## src/rtl/operand_builder_pkg.sv

```systemverilog
`default_nettype none
// ============================================================================
// Module      : operand_builder_pkg
// Description : Key codes, operator codes, display words and FSM encoding
//               shared by the operand builder.
// Revision    : 1.0 - initial release
// ============================================================================
package operand_builder_pkg;

    localparam logic [4:0] c_key_digit_max = 5'd9;
    localparam logic [4:0] c_key_plus      = 5'd10;
    localparam logic [4:0] c_key_minus     = 5'd11;
    localparam logic [4:0] c_key_mul       = 5'd12;
    localparam logic [4:0] c_key_div       = 5'd13;
    localparam logic [4:0] c_key_mod       = 5'd14;
    localparam logic [4:0] c_key_equal     = 5'd15;
    localparam logic [4:0] c_key_sign      = 5'd16;
    localparam logic [4:0] c_key_clear     = 5'd17;
    localparam logic [4:0] c_key_none      = 5'd31;

    localparam logic [2:0] c_op_add = 3'd0;
    localparam logic [2:0] c_op_sub = 3'd1;
    localparam logic [2:0] c_op_mul = 3'd2;
    localparam logic [2:0] c_op_div = 3'd3;
    localparam logic [2:0] c_op_mod = 3'd4;

    localparam logic [31:0] c_disp_err = 32'h00EE_0000;

    typedef enum logic [2:0] {
        S_OP1  = 3'd0,
        S_OPR  = 3'd1,
        S_OP2  = 3'd2,
        S_CALC = 3'd3,
        S_RES  = 3'd4
    } state_t;

    function automatic logic [2:0] op_from_key(input logic [4:0] code);
        logic [2:0] op;
        case (code)
            c_key_plus:  op = c_op_add;
            c_key_minus: op = c_op_sub;
            c_key_mul:   op = c_op_mul;
            c_key_div:   op = c_op_div;
            c_key_mod:   op = c_op_mod;
            default:     op = c_op_add;
        endcase
        return op;
    endfunction

    // Operator word shows (operator+1) in the third nibble from the top.
    function automatic logic [31:0] op_word(input logic [2:0] op);
        logic [3:0] nib;
        nib = {1'b0, op} + 4'd1;
        if (op > c_op_mod) begin
            return c_disp_err;
        end
        return {8'h00, nib, 20'h0_0000};
    endfunction

endpackage
`default_nettype wire

```

## src/rtl/operand_builder_if.sv

```systemverilog
`default_nettype none
// ============================================================================
// Module      : operand_builder_if
// Description : Keypad/calculator bundle between the operand builder and
//               its surroundings.
// Revision    : 1.0 - initial release
// ============================================================================
interface operand_builder_if;

    logic        [4:0]  eBCD;
    logic signed [31:0] result;
    logic signed [31:0] operand1;
    logic signed [31:0] operand2;
    logic        [2:0]  operator;
    logic signed [31:0] fnd_serial;

    modport master (
        output eBCD,
        output result,
        input  operand1,
        input  operand2,
        input  operator,
        input  fnd_serial
    );

    modport slave (
        input  eBCD,
        input  result,
        output operand1,
        output operand2,
        output operator,
        output fnd_serial
    );

endinterface
`default_nettype wire

```

## src/rtl/operand_builder_key_edge.sv

```systemverilog
`default_nettype none
// ============================================================================
// Module      : operand_builder_key_edge
// Description : Registers the keypad code and strobes once per key press.
// Revision    : 1.0 - initial release
// ============================================================================
module operand_builder_key_edge
    import operand_builder_pkg::*;
(
    input  logic       sw_clk,
    input  logic       rst,
    input  logic [4:0] i_ebcd,
    output logic [4:0] o_code,
    output logic       o_press
);

    logic [4:0] r_code;
    logic [4:0] r_prev;

    always_ff @(posedge sw_clk or posedge rst) begin
        if (rst) begin
            r_code <= c_key_none;
            r_prev <= c_key_none;
        end else begin
            r_code <= i_ebcd;
            r_prev <= r_code;
        end
    end

    // A held key stays a single event until the pad returns to "no key".
    assign o_code  = r_code;
    assign o_press = (r_prev == c_key_none) && (r_code != c_key_none);

endmodule
`default_nettype wire

```

## src/rtl/operand_builder.sv

```systemverilog
`default_nettype none
// ============================================================================
// Module      : operand_builder
// Description : Builds signed operands and operator from keypad presses and
//               drives the display word. OPERAND_CHAIN_EN lets an operator
//               key after a result continue from that result.
// Revision    : 1.0 - initial release
// ============================================================================
module operand_builder
    import operand_builder_pkg::*;
#(
    parameter int MAX_DIGITS = 5
)
(
    input logic              sw_clk,
    input logic              rst,
    operand_builder_if.slave bus
);

    localparam int CNT_W = $clog2(MAX_DIGITS + 1);
    localparam logic [CNT_W-1:0] c_max_cnt = CNT_W'(MAX_DIGITS);
    localparam logic [CNT_W-1:0] c_cnt_one = CNT_W'(1);

    logic [4:0]       w_code;
    logic             w_press;
    logic             w_digit;
    logic             w_opkey;
    logic             w_equal;
    logic             w_sign;
    logic             w_clear;
    logic [2:0]       w_op;
    logic [31:0]      w_digit_val;
    logic [31:0]      w_acc_mag;
    logic [CNT_W-1:0] w_acc_cnt;
    logic [31:0]      w_buf_signed;

    state_t           r_state;
    logic [31:0]      r_mag;
    logic             r_neg;
    logic [CNT_W-1:0] r_count;
    logic [31:0]      r_operand1;
    logic [31:0]      r_operand2;
    logic [2:0]       r_operator;
    logic [31:0]      r_fnd;

    operand_builder_key_edge u_key_edge (
        .sw_clk  (sw_clk),
        .rst     (rst),
        .i_ebcd  (bus.eBCD),
        .o_code  (w_code),
        .o_press (w_press)
    );

    function automatic logic [31:0] apply_sign(input logic [31:0] mag, input logic neg);
        return neg ? (~mag + 32'd1) : mag;
    endfunction

    assign w_digit     = w_press && (w_code <= c_key_digit_max);
    assign w_opkey     = w_press && (w_code >= c_key_plus) && (w_code <= c_key_mod);
    assign w_equal     = w_press && (w_code == c_key_equal);
    assign w_sign      = w_press && (w_code == c_key_sign);
    assign w_clear     = w_press && (w_code == c_key_clear);
    assign w_op        = op_from_key(w_code);
    assign w_digit_val = {28'd0, w_code[3:0]};
    assign w_buf_signed = apply_sign(r_mag, r_neg);

    // Leading zeros keep the count at zero so they never use up digit slots.
    always_comb begin
        w_acc_mag = r_mag;
        w_acc_cnt = r_count;
        if (r_count < c_max_cnt) begin
            w_acc_mag = (r_mag << 3) + (r_mag << 1) + w_digit_val;
            if (!((r_mag == 32'd0) && (w_code[3:0] == 4'd0))) begin
                w_acc_cnt = r_count + c_cnt_one;
            end
        end
    end

    always_ff @(posedge sw_clk or posedge rst) begin
        if (rst) begin
            r_state    <= S_OP1;
            r_mag      <= '0;
            r_neg      <= 1'b0;
            r_count    <= '0;
            r_operand1 <= '0;
            r_operand2 <= '0;
            r_operator <= c_op_add;
            r_fnd      <= '0;
        end else if (w_clear) begin
            r_state    <= S_OP1;
            r_mag      <= '0;
            r_neg      <= 1'b0;
            r_count    <= '0;
            r_operand1 <= '0;
            r_operand2 <= '0;
            r_operator <= c_op_add;
            r_fnd      <= '0;
        end else begin
            case (r_state)
                S_OP1, S_OP2: begin
                    if (w_digit) begin
                        r_mag   <= w_acc_mag;
                        r_count <= w_acc_cnt;
                        r_fnd   <= apply_sign(w_acc_mag, r_neg);
                    end else if (w_sign) begin
                        r_neg <= ~r_neg;
                        r_fnd <= apply_sign(r_mag, ~r_neg);
                    end else if (w_opkey) begin
                        r_operator <= w_op;
                        if (r_state == S_OP1) begin
                            r_operand1 <= w_buf_signed;
                            r_mag      <= '0;
                            r_neg      <= 1'b0;
                            r_count    <= '0;
                            r_fnd      <= op_word(w_op);
                            r_state    <= S_OPR;
                        end
                    end else if (w_equal && (r_state == S_OP2)) begin
                        r_operand2 <= w_buf_signed;
                        r_state    <= S_CALC;
                    end
                end
                S_OPR: begin
                    if (w_digit) begin
                        r_mag   <= w_digit_val;
                        r_neg   <= 1'b0;
                        r_count <= (w_code[3:0] != 4'd0) ? c_cnt_one : '0;
                        r_fnd   <= w_digit_val;
                        r_state <= S_OP2;
                    end else if (w_opkey) begin
                        r_operator <= w_op;
                        r_fnd      <= op_word(w_op);
                    end
                end
                S_CALC: begin
                    r_fnd   <= bus.result;
                    r_state <= S_RES;
                end
                S_RES: begin
                    if (w_digit) begin
                        r_mag      <= w_digit_val;
                        r_neg      <= 1'b0;
                        r_count    <= (w_code[3:0] != 4'd0) ? c_cnt_one : '0;
                        r_operand1 <= '0;
                        r_operand2 <= '0;
                        r_operator <= c_op_add;
                        r_fnd      <= w_digit_val;
                        r_state    <= S_OP1;
                    end
`ifdef OPERAND_CHAIN_EN
                    else if (w_opkey) begin
                        r_operand1 <= r_fnd;
                        r_operator <= w_op;
                        r_mag      <= '0;
                        r_neg      <= 1'b0;
                        r_count    <= '0;
                        r_fnd      <= op_word(w_op);
                        r_state    <= S_OPR;
                    end
`endif
                end
                default: r_state <= S_OP1;
            endcase
        end
    end

    assign bus.operand1   = r_operand1;
    assign bus.operand2   = r_operand2;
    assign bus.operator   = r_operator;
    assign bus.fnd_serial = r_fnd;

endmodule
`default_nettype wire
```

## src/flat_wrapper.sv

```systemverilog
// flat-port wrapper written by rule: the top's interface ports become plain ports
module operand_builder_flat import operand_builder_pkg::*;
#(
    parameter int MAX_DIGITS = 5
)
  (sw_clk, rst, bus_eBCD, bus_result, bus_operand1, bus_operand2, bus_operator, bus_fnd_serial);
  operand_builder_if bus_i ();
  input logic sw_clk;
  input logic rst;
  input wire logic [$bits(bus_i.eBCD)-1:0] bus_eBCD;
  input wire logic [$bits(bus_i.result)-1:0] bus_result;
  output wire logic [$bits(bus_i.operand1)-1:0] bus_operand1;
  output wire logic [$bits(bus_i.operand2)-1:0] bus_operand2;
  output wire logic [$bits(bus_i.operator)-1:0] bus_operator;
  output wire logic [$bits(bus_i.fnd_serial)-1:0] bus_fnd_serial;
  assign bus_i.eBCD = bus_eBCD;
  assign bus_i.result = bus_result;
  assign bus_operand1 = bus_i.operand1;
  assign bus_operand2 = bus_i.operand2;
  assign bus_operator = bus_i.operator;
  assign bus_fnd_serial = bus_i.fnd_serial;
  operand_builder #(.MAX_DIGITS(MAX_DIGITS)) u_core (.sw_clk(sw_clk), .rst(rst), .bus(bus_i));
endmodule
```

## config.mk

```make
export PLATFORM = sky130hd
export DESIGN_NAME = operand_builder_flat
export DESIGN_NICKNAME = d
export VERILOG_FILES = /design/src/rtl/operand_builder_pkg.sv /design/src/rtl/operand_builder_if.sv /design/src/rtl/operand_builder_key_edge.sv /design/src/rtl/operand_builder.sv /design/src/flat_wrapper.sv
export SDC_FILE = /design/constraint.sdc
export NUM_CORES = 1
export LEC_CHECK = 0
export BUFFER_PORTS_ARGS = -buffer_cell sky130_fd_sc_hd__buf_2
export CORE_UTILIZATION = 60
export CTS_CLUSTER_DIAMETER = 200
export DETAILED_ROUTE_END_ITERATION = 10
export HOLD_SLACK_MARGIN = 0.05
export PLACE_DENSITY_LB_ADDON = 0.2
export SKIP_CTS_REPAIR_TIMING = 1
export SYNTH_ARGS = -nofsm -noshare
export SYNTH_HDL_FRONTEND = slang
export SYNTH_SLANG_ARGS = --single-unit
```

## constraint.sdc

```tcl
create_clock -name sw_clk -period 5.5 [get_ports sw_clk]
set_input_delay 0 -clock sw_clk [delete_from_list [all_inputs] [get_ports sw_clk]]
set_output_delay 0 -clock sw_clk [all_outputs]
set_load 0.02 [all_outputs]
```

* Word level (Yosys, flattened, before mapping)
Cells that the tools add are included.
** Storage, ports and cells
- Bits in registers :: 148
- Input port bits :: 39
- Output and inout bits :: 99
- Word-level logic and storage cells :: 165
** Operators by class
- Add/subtract/negate cells :: 6
- Order comparisons :: 5
- Equality and inequality tests :: 35
- Mux-type cells :: 79
- Bitwise logic cells :: 3
- Reduce and logical (&&, ||, !) cells :: 27
** Operator list (number)
- $mux W32 :: 31
- $pmux W32 S2 :: 3
- $pmux W32 S4 :: 1
- $add A32 B1 Y32 const B :: 2
- $not A32 Y32 :: 2
- $mux W3 :: 21
- $add A32 B32 Y32 :: 1
- $add A32 B4 Y32 :: 1
- $logic_not A32 Y1 :: 1
- $eq A5 B4 Y1 const B :: 5
- $ne A4 B1 Y1 const B :: 6
- $pmux W3 S4 :: 2
- $reduce_and A5 Y1 :: 4
- $mux W1 :: 18
- $ne A3 B1 Y1 const B :: 6
- $reduce_and A6 Y1 :: 3
- $eq A5 B5 Y1 const B :: 3
- $ne A3 B3 Y1 const B :: 4
- $ne A4 B4 Y1 const B :: 3
- $le A5 B4 Y1 const B :: 2
- $ne A5 B1 Y1 const B :: 2
- $logic_and A1 B1 Y1 :: 9
- $pmux W3 S3 :: 1
- $reduce_bool A4 Y1 :: 2
- 19 further kinds :: 22

* Logic depth before layout (Yosys ltp)
Gate-level depths: netlist (run 1).
- Word-level depth :: 17
- Depth in mapped cells :: 16
- Mapped depth without buffers :: 15

* Modules after synthesis
From an unflattened synthesis (run 1), not the netlist that was laid out.
** Second synthesis, totals
- Cells, all modules :: 1389
- Area total of the unflattened synthesis :: 11705.0 sq um
** Modules (own cells, without submodules)
- operand_builder :: instances 1, cells an instance 1374, area each 11407.2 sq um, sequential area each 3453.3 sq um
- operand_builder_key_edge :: instances 1, cells an instance 15, area each 297.8 sq um, sequential area each 262.8 sq um

* Worst setup path before layout (run 1)
OpenSTA, ideal clock, no wires.
- Path type :: reg2reg
- From :: register u_core.u_key_edge.r_code[3] (netlist: u_core.u_key_edge.o_code[3])
- To :: register u_core.r_fnd[31] (netlist: u_core.bus.fnd_serial[31])
- Setup time :: 119 ps
- Arrival time :: 3977 ps
- Data required time :: 5381 ps
- Path slack :: 1404 ps
- Cell stages (with the launch flop) :: 15
- Buffers on the path :: 0
- Clock period less this slack :: 4096 ps
- Cell sequence :: dfstp_2 > inv_1 > fa_1 > fa_1 > nand2b_1 > a211o_1 > a2111oi_0 > o31ai_1 > xnor2_1 > o31a_1 > a221o_1 > o41ai_2 > xor2_1 > a21oi_1 > nor2_1
** On the way
- Word-level cells in the longest chain between the ends :: 17
- Elaborated cells on any way between the ends :: 50
- Classes of those cells :: 2 x add/sub; 4 x order compare; 11 x eq/ne; 24 x mux; 1 x bitwise; 8 x reduce/logical
** RTL lines
- from (decl) :: line operand_builder_key_edge.sv:17 : logic [4:0] r_code;
- from (signal assigned) :: line operand_builder_key_edge.sv:22 : r_code <= c_key_none;
- from (signal assigned) :: line operand_builder_key_edge.sv:25 : r_code <= i_ebcd;
- branches (longest 17 deep; another with $add A32 B4 Y32)
- to (signal assigned) :: line operand_builder.sv:104 : r_fnd <= apply_sign(w_acc_mag, r_neg);
- to (signal assigned) :: line operand_builder.sv:107 : r_fnd <= apply_sign(r_mag, ~r_neg);
- to (signal assigned) :: line operand_builder.sv:115 : r_fnd <= op_word(w_op);
- to (decl) :: line operand_builder.sv:44 : logic [31:0] r_fnd;
Parallel ways; which one is timed is not known. The select of a mux whose other input is x is not followed.
A chain may end at the register's enable or synchronous reset.

* Final worst setup path (run 1)
- From :: register u_core.u_key_edge.r_code[3] (netlist: u_core.u_key_edge.o_code[3])
- To :: register u_core.r_fnd[24] (netlist: u_core.bus.fnd_serial[24])
Same word-level chain as after synthesis.

==> metrics.md, run 1 <==
| Metric | Value |
|---|---|
| Slew Viols, Final | `0` |
| Post-layout net count | `1588` |
| Pwr/cell area | `366 mW/mm²` |
| Main area contributors after synthesis | `dfrtp_1 (30%), ha_1 (6.9%), a21oi_1 (5.6%)` |
| Fin crit period | `4810 ps` |
| Antenna-violating nets left | `0` |
| H-tree depth | `4` |
| Starting density of the core | `61.4%` |
| Standard-cell rows | `50` |
| Register area share after synthesis | `32.4%` |
| TritonCTS clock tree | `yes` |
| Post-Syn Instances | `1380` |
| First-pass DRT Iterations | `7` |
| FF+latch count, synth | `148` |
| Fmax | `0.208 GHz` |
| Post-synthesis compound-gate area fraction | `24.6%` |
| GRT overflow | `0` |
| DRC Markers | `0` |
| IO Port Bufs | `137` |
| Core area | `0.0187 mm²` |
| Synth area leader | `dfrtp_1` |
| R2r worst-path depth | `14` |
| Critical path data required time | `5850 ps` |
| XOR/XNOR share of the synthesized area | `6.86%` |
| RSZ-0062 raised after global routing | `false` |
| Vias per cell | `6.59` |
| Setup TNS | `0 ps` |
| Mux cell area share after synthesis | `4.79%` |
| Period utilisation layout | `87.5%` |
| Die height | `140 µm` |
| Routed vias | `11411` |
| Total chip power | `4.80 mW` |
| DR iter-0 viols | `1267` |
| Area grow syn2layout | `14.3%` |
| Simple-gate area share of the yosys netlist | `19.7%` |
| Detailed Route WL | `36500 µm` |
| Adder-cell share of the synthesized area | `7.30%` |
| Reg2Reg Capture Point | `u_core.bus.fnd_serial[24]` |
| Warnings from Yosys | `0` |
| Status | `finished, violations left` |
| Top-count cell post-synth | `nand2_1` |
| Initial antenna violation count | `2` |
| Syn_nets | `1484` |
| Worst setup path class | `reg2reg` |
| First-pass GRT wire length | `56000 µm` |
| Failing checks | `hold timing` |
| End point of the critical path | `u_core.bus.fnd_serial[24]` |
| Maximum vdd ir drop | `0.354 mV` |
| Top FF cell, synth | `dfrtp_1` |
| Clock skew | `9.83 ps` |
| Async S/R FF share, synth | `100%` |
| CP arrival | `5160 ps` |
| Final setup violating endpoints | `0` |
| Reg2reg start | `u_core.u_key_edge.o_code[3]` |
| DPL Wire Length | `25900 µm` |
| Tightest Pin Transition | `1100 ps` |
| Reg clk slew, reported paths | `70 ps` |
| Vias in the first global route | `10357` |
| Top cells by count, synth | `nand2_1 (168), nor2_1 (151), dfrtp_1 (138)` |
| Clk_lat worst skew | `440 ps` |
| Startpoint types | `flip-flop` |
| Main combinational cell family by area after synthesis | `compound AO/OA/AOI/OAI gates` |
| Root Driver | `clkbuf_16` |
| TritonCTS buffer count | `17` |
| Maxcap violations | `0` |
| Die area | `0.0197 mm²` |
| Tightest Hold Check Type | `in2reg` |
| Register-to-register setup slack | `690 ps` |
| Setup crit start | `u_core.u_key_edge.o_code[3]` |
| IO Pins | `138` |
| Clock buffer depth | `2` |
| Rel. slew slack | `26.5%` |
| Avg Inst Size Synth | `8.32 µm²` |
| Die width | `140 µm` |
| Crit-path max FO | `8` |
| Worst hold margin | `-42.2 ps` |
| Total track usage | `36.7%` |
| Yosys cell types | `84` |
| Routability-driven placement congestion ratio | `0.946` |
| Clk sink count | `148` |
| Post-synth EDFFs | `0` |
| Layout cells sized above 1 | `18.5%` |
| Mapped Area | `0.0115 mm²` |
| Wire length per cell | `21.1 µm` |
| Kind of end point of the critical path | `flip-flop` |
| Synth top area share | `30.1%` |
| P_leak | `6.11 nW` |
| Largest net degree at the start of global routing | `104` |
| Hold Vio Cnt, Final | `2` |
==> critical path, stage by stage (launching register included) <==
cell and delay (ps):
dfstp_2 600, inv_1 130, fa_1 560, fa_1 460, nand2b_1 200, a211o_1 390
a2111oi_0 610, o31ai_1 150, xnor2_1 170, mux2i_1 450, inv_1 120, or4_1 400
o311ai_0 110, nor2_1 110, o31ai_1 240
==> how the worst min path moves through the flow <==
stage,from,to,cells after the start
floorplan,bus_eBCD[0],u_core.u_key_edge.o_code[0],0
CTS,bus_eBCD[0],u_core.u_key_edge.o_code[0],1
global route,bus_result[31],u_core.bus.fnd_serial[31],5
global placement,bus_eBCD[2],u_core.u_key_edge.o_code[2],1
detailed placement,bus_eBCD[0],u_core.u_key_edge.o_code[0],1
finish,bus_result[31],u_core.bus.fnd_serial[31],5
==> cell families (layout without fill, tap and decap cells) <==
group                    after synthesis  in the layout
AO/OA/AOI/OAI                        422            422
other                                  0              1
buffers and inverters                121            238
XOR/XNOR                              90             90
multiplexers                          50             50
flip-flops                           148            148
AND/OR/NAND/NOR                      483            483
adder cells (fa/ha/maj)               66             66
==> area by class of cell <==
class	instances	area, µm²
multi-input cells	1111	7290
well taps	234	293
flip-flops and latches	148	3720
diodes	1	2.50
fillers	1447	5580
repair buffers	185	1120
inverters	21	83.8
clock inverters	15	184
clock buffers	17	425
==> power breakdown <==
group | internal, mW | switching, mW
clock network | 0.653 | 0.553
logic | 0.767 | 1.44
registers | 1.23 | 0.165
==> sequential cells by signal (all words and copies together) (netlist names) <==
register / count
u_core.bus.fnd_serial: 32
u_core.bus.operand2: 32
u_core.r_mag: 32
u_core.r_count: 3
u_core.u_key_edge.o_code: 5
u_core.r_state: 3
u_core.r_neg: 1
u_core.u_key_edge.r_prev: 5
u_core.bus.operand1: 32
u_core.bus.operator: 3
==> through the flow <==
stage / cells / utilization, % / hold slack, ps / area, µm² / setup slack, ps
6_report: 1732 / 70.1 / -42.2 / 13100 / 686
5_1_grt: 1731 / 70.1 / 46.8 / 13100 / 356
4_1_cts: 1701 / 68.5 / -356 / 12800 / 748
3_5_place_dp: 1669 / 65.3 / 106 / 12200 / 815
3_3_place_gp: 1669 / 65.3 / 105 / 12200 / 902
2_1_floorplan: 1380 / - / 4.48 / 11500 / 1400
==> metal layers <==
metal	track usage [%]	part of all wire, %	vias to the layer above	wire, µm
met1	45.4	39	5376	14100
met4	17.2	4.7	2	1730
met3	7.11	8.0	145	2920
li1	-	-	5237	-
met5	0	0.036	-	13
met2	61.8	49	651	17700
==> cells in the final DEF, fill, tap and decap left out, types with 14 or more instances in the layout <==
cell type,count
nand2_1,167
nor2_1,151
buf_2,137
dfrtp_1,137
a21oi_1,126
o21ai_0,73
ha_1,63
o31ai_1,56
xnor2_1,51
mux2_2,40
xor2_1,39
nor3_1,35
dlygate4sd3_1,30
nand3_1,20
a22o_1,20
inv_1,19
buf_4,18
a211oi_1,17
clkbuf_16,17
nand4_1,15
or3_1,15
a31oi_1,14
Note: power is estimated with default switching activity, not from simulation.
==> inputs of run 2 (changes only) <==
--- a/config.mk
+++ b/config.mk
@@ -10,6 +10,7 @@
 export CTS_CLUSTER_DIAMETER = 200
 export DETAILED_ROUTE_END_ITERATION = 10
 export HOLD_SLACK_MARGIN = 0.05
+export MAX_ROUTING_LAYER = met4
 export PLACE_DENSITY_LB_ADDON = 0.2
 export SKIP_CTS_REPAIR_TIMING = 1
 export SYNTH_ARGS = -nofsm -noshare
==> run 2 against run 1 <==
  * Sequential power barely moved
  * The run now ends clean
  * Fmax barely moved
  * Via count rose by 1.1%
  * Clock skew rose by 2.0 ps
  * Global-route usage rose by 1.3 points
  * Die area did not move
  * Flip-flop and latch count did not move
  * Worst setup slack improved by 3.6 ps
  * Clock-buffer cell count did not move
  * Routed wire length barely moved
  * First-iteration DRC count fell by 1.7%
  * Sequential share of layout area barely moved
==> metrics.md, run 2 (synthesis gave the netlist of run 1 again) <==
| Metric | Value |
|---|---|
| Vias in the first global route | `10566 (+2.0%)` |
| Core area | `0.0187 mm² (unchanged)` |
| Maxcap violations | `0 (unchanged)` |
| Layout cells sized above 1 | `18.5% (-0.025 points)` |
| Critical Path, Cell by Cell | `inv_1, fa_1, fa_1, nand2b_1, a211o_1, a2111oi_0, o31ai_1, xnor2_1, o31a_1, a221o_1, o41ai_2, xor2_1, a21oi_1, nor2_1` |
| TritonCTS clock tree | `yes` |
| Tightest Pin Transition | `1260 ps (+161 ps)` |
| Register-to-register setup slack | `690 ps (about the same)` |
| Fin crit period | `4810 ps (-3.56 ps)` |
| Kind of end point of the critical path | `flip-flop` |
| Wire length per cell | `21.1 µm (about the same)` |
| # diodes | `0 (-1)` |
| CP arrival | `5180 ps (+20 ps)` |
| Reg2Reg Capture Point | `u_core.bus.fnd_serial[31]` |
| P_leak | `6.13 nW (+0.25%)` |
| Routed vias | `11537 (+1.1%)` |
| Startpoint types | `flip-flop` |
| Most frequent CP cell | `fa_1` |
| Starting density of the core | `61.4% (unchanged)` |
| Crit path depth | `14 (unchanged)` |
| CP max-delay cell | `a2111oi_0` |
| Clk_lat worst skew | `440 ps (about the same)` |
| Slowest cell delay on critical path | `610 ps (about the same)` |
| Number of fill cells in the layout | `1459 (+0.83%)` |
| Reg2reg start | `u_core.u_key_edge.o_code[3]` |
| Die area | `0.0197 mm² (unchanged)` |
| Status | `finished clean` |
| Die width | `140 µm (unchanged)` |
| Tightest Hold Check Type | `in2reg` |
| Largest net degree at the start of global routing | `92 (-12%)` |
| Worst hold margin | `25.0 ps (+67.2 ps)` |
| Clock skew | `11.8 ps (+1.96 ps)` |
| R2r worst-path depth | `14 (unchanged)` |
| Most common cell after layout, fill and taps aside | `nand2_1` |
| Worst setup path class | `reg2reg` |
| Crit-path leading delay family | `compound AO/OA/AOI/OAI gates` |
| GRT overflow | `0 (unchanged)` |
| Vias per cell | `6.66 (+1.0%)` |
| First-pass GRT wire length | `56400 µm (+0.73%)` |
| Most frequent cells in the layout | `nand2_1 (167), nor2_1 (151), buf_2 (137), dfrtp_1 (137), a21oi_1 (126)` |
| DPL Wire Length | `26100 µm (+0.43%)` |
| Hold Vio Cnt, Final | `0 (-2)` |
| IO Port Bufs | `137 (unchanged)` |
| Clock buffer depth | `2 (unchanged)` |
| Final core occ | `70.2% (+0.080 points)` |
| Period utilisation layout | `87.5% (about the same)` |
| RSZ-0062 raised after global routing | `false` |
| Total track usage | `37.9% (+1.3 points)` |
| Slew Viols, Final | `0 (unchanged)` |
| Area grow syn2layout | `14.4%` |
| Rel. slew slack | `15.7% (-11 points)` |
| Routability-driven placement congestion ratio | `0.957 (+1.2%)` |
| Setup crit start | `u_core.u_key_edge.o_code[3]` |
| Antenna-violating nets left | `0 (unchanged)` |
| IO Pins | `138 (unchanged)` |
| Die height | `140 µm (unchanged)` |
| DR iter-0 viols | `1246 (-1.7%)` |
| Setup TNS | `0 ps (unchanged)` |
| Detailed Route WL | `36600 µm (about the same)` |
| Maximum vdd ir drop | `0.266 mV (-25%)` |
| Critical path data required time | `5870 ps (+20 ps)` |
| Pwr/cell area | `365 mW/mm² (-0.44%)` |
| Crit path buf inv count | `1 (-1)` |
| Standard-cell rows | `50 (unchanged)` |
| H-tree depth | `4 (unchanged)` |
| Root Driver | `clkbuf_16` |
| Total chip power | `4.79 mW (-0.33%)` |
| Fmax | `0.208 GHz (about the same)` |
| Final setup violating endpoints | `0 (unchanged)` |
| Reg clk slew, reported paths | `70 ps (about the same)` |
| DRC Markers | `0 (unchanged)` |
| Initial antenna violation count | `0 (-2)` |
| Crit-path max FO | `8 (unchanged)` |
| Clk sink count | `148 (unchanged)` |
| End point of the critical path | `u_core.bus.fnd_serial[31]` |
| First-pass DRT Iterations | `5 (-2)` |
| TritonCTS buffer count | `17 (unchanged)` |
| Post-layout net count | `1590 (+0.13%)` |
## run 2: changes by cell type in the layout (fill, tap and decap cells not counted), sizes merged
cell | before | now
clkinvlp | 3 | 0
bufinv | 1 | 0
clkinv | 4 | 9
inv | 28 | 27
dlygate4sd3 | 30 | 32
diode | 1 | 0
## run 2: report_power, final
part | internal [mW] | leakage [nW] | total (mW) | switching [mW]
clock | 0.617 | 0.296 | 1.19 | 0.572
combinational | 0.767 | 3.84 | 2.20 | 1.44
sequential | 1.23 | 1.99 | 1.40 | 0.170
## run 2: worst register-to-register path, delay by kind of cell (launching register included)
family	cells	cell delay (ps)
buf+inv	1	130
simple gates	2	320
flops	1	600
xor+xnor	2	360
compound gates	7	2310
fa+ha+maj	2	1020
## run 2: how the worst min path moves through the flow
stage	startpoint	slack, ps	to	depth (start not counted)
after global placement	bus_eBCD[2]	110	u_core.u_key_edge.o_code[2]	1
after floorplan	bus_eBCD[0]	4	u_core.u_key_edge.o_code[0]	0
after CTS	bus_eBCD[3]	-350	u_core.u_key_edge.o_code[3]	1
final	bus_result[23]	20	u_core.bus.fnd_serial[23]	5
after detailed placement	bus_eBCD[3]	110	u_core.u_key_edge.o_code[3]	1
after global routing	bus_result[23]	40	u_core.bus.fnd_serial[23]	5
## run 2: metrics by stage
stage	setup slack [ps]	cell area, µm²	cells
2_1_floorplan	1400	11500	1380
3_3_place_gp	854	12200	1669
3_5_place_dp	814	12200	1669
4_1_cts	774	12800	1701
5_1_grt	446	13100	1733
6_report	690	13100	1733
## run 2: cell type report
type	instances	area (µm²)	area share, %
clock inverter	15	181	1.38
tap	234	293	2.23
clock buffer	17	425	3.24
timing repair buffer	187	1140	8.69
sequential	148	3720	28.3
multi-input combinational	1111	7290	55.5
inverter	21	83.8	0.638
## run 2: routing by layer
metal / part of all wire (%) / global-route usage [%] / wire, µm / vias up
met2: 48 / 61.0 / 17600 / 622
met1: 39 / 46.2 / 14300 / 5505
met3: 7.4 / 5.81 / 2700 / 159
met4: 5.4 / 19.8 / 1980 / 0
li1: - / - / - / 5251
met5: 0 / - / 0 / -
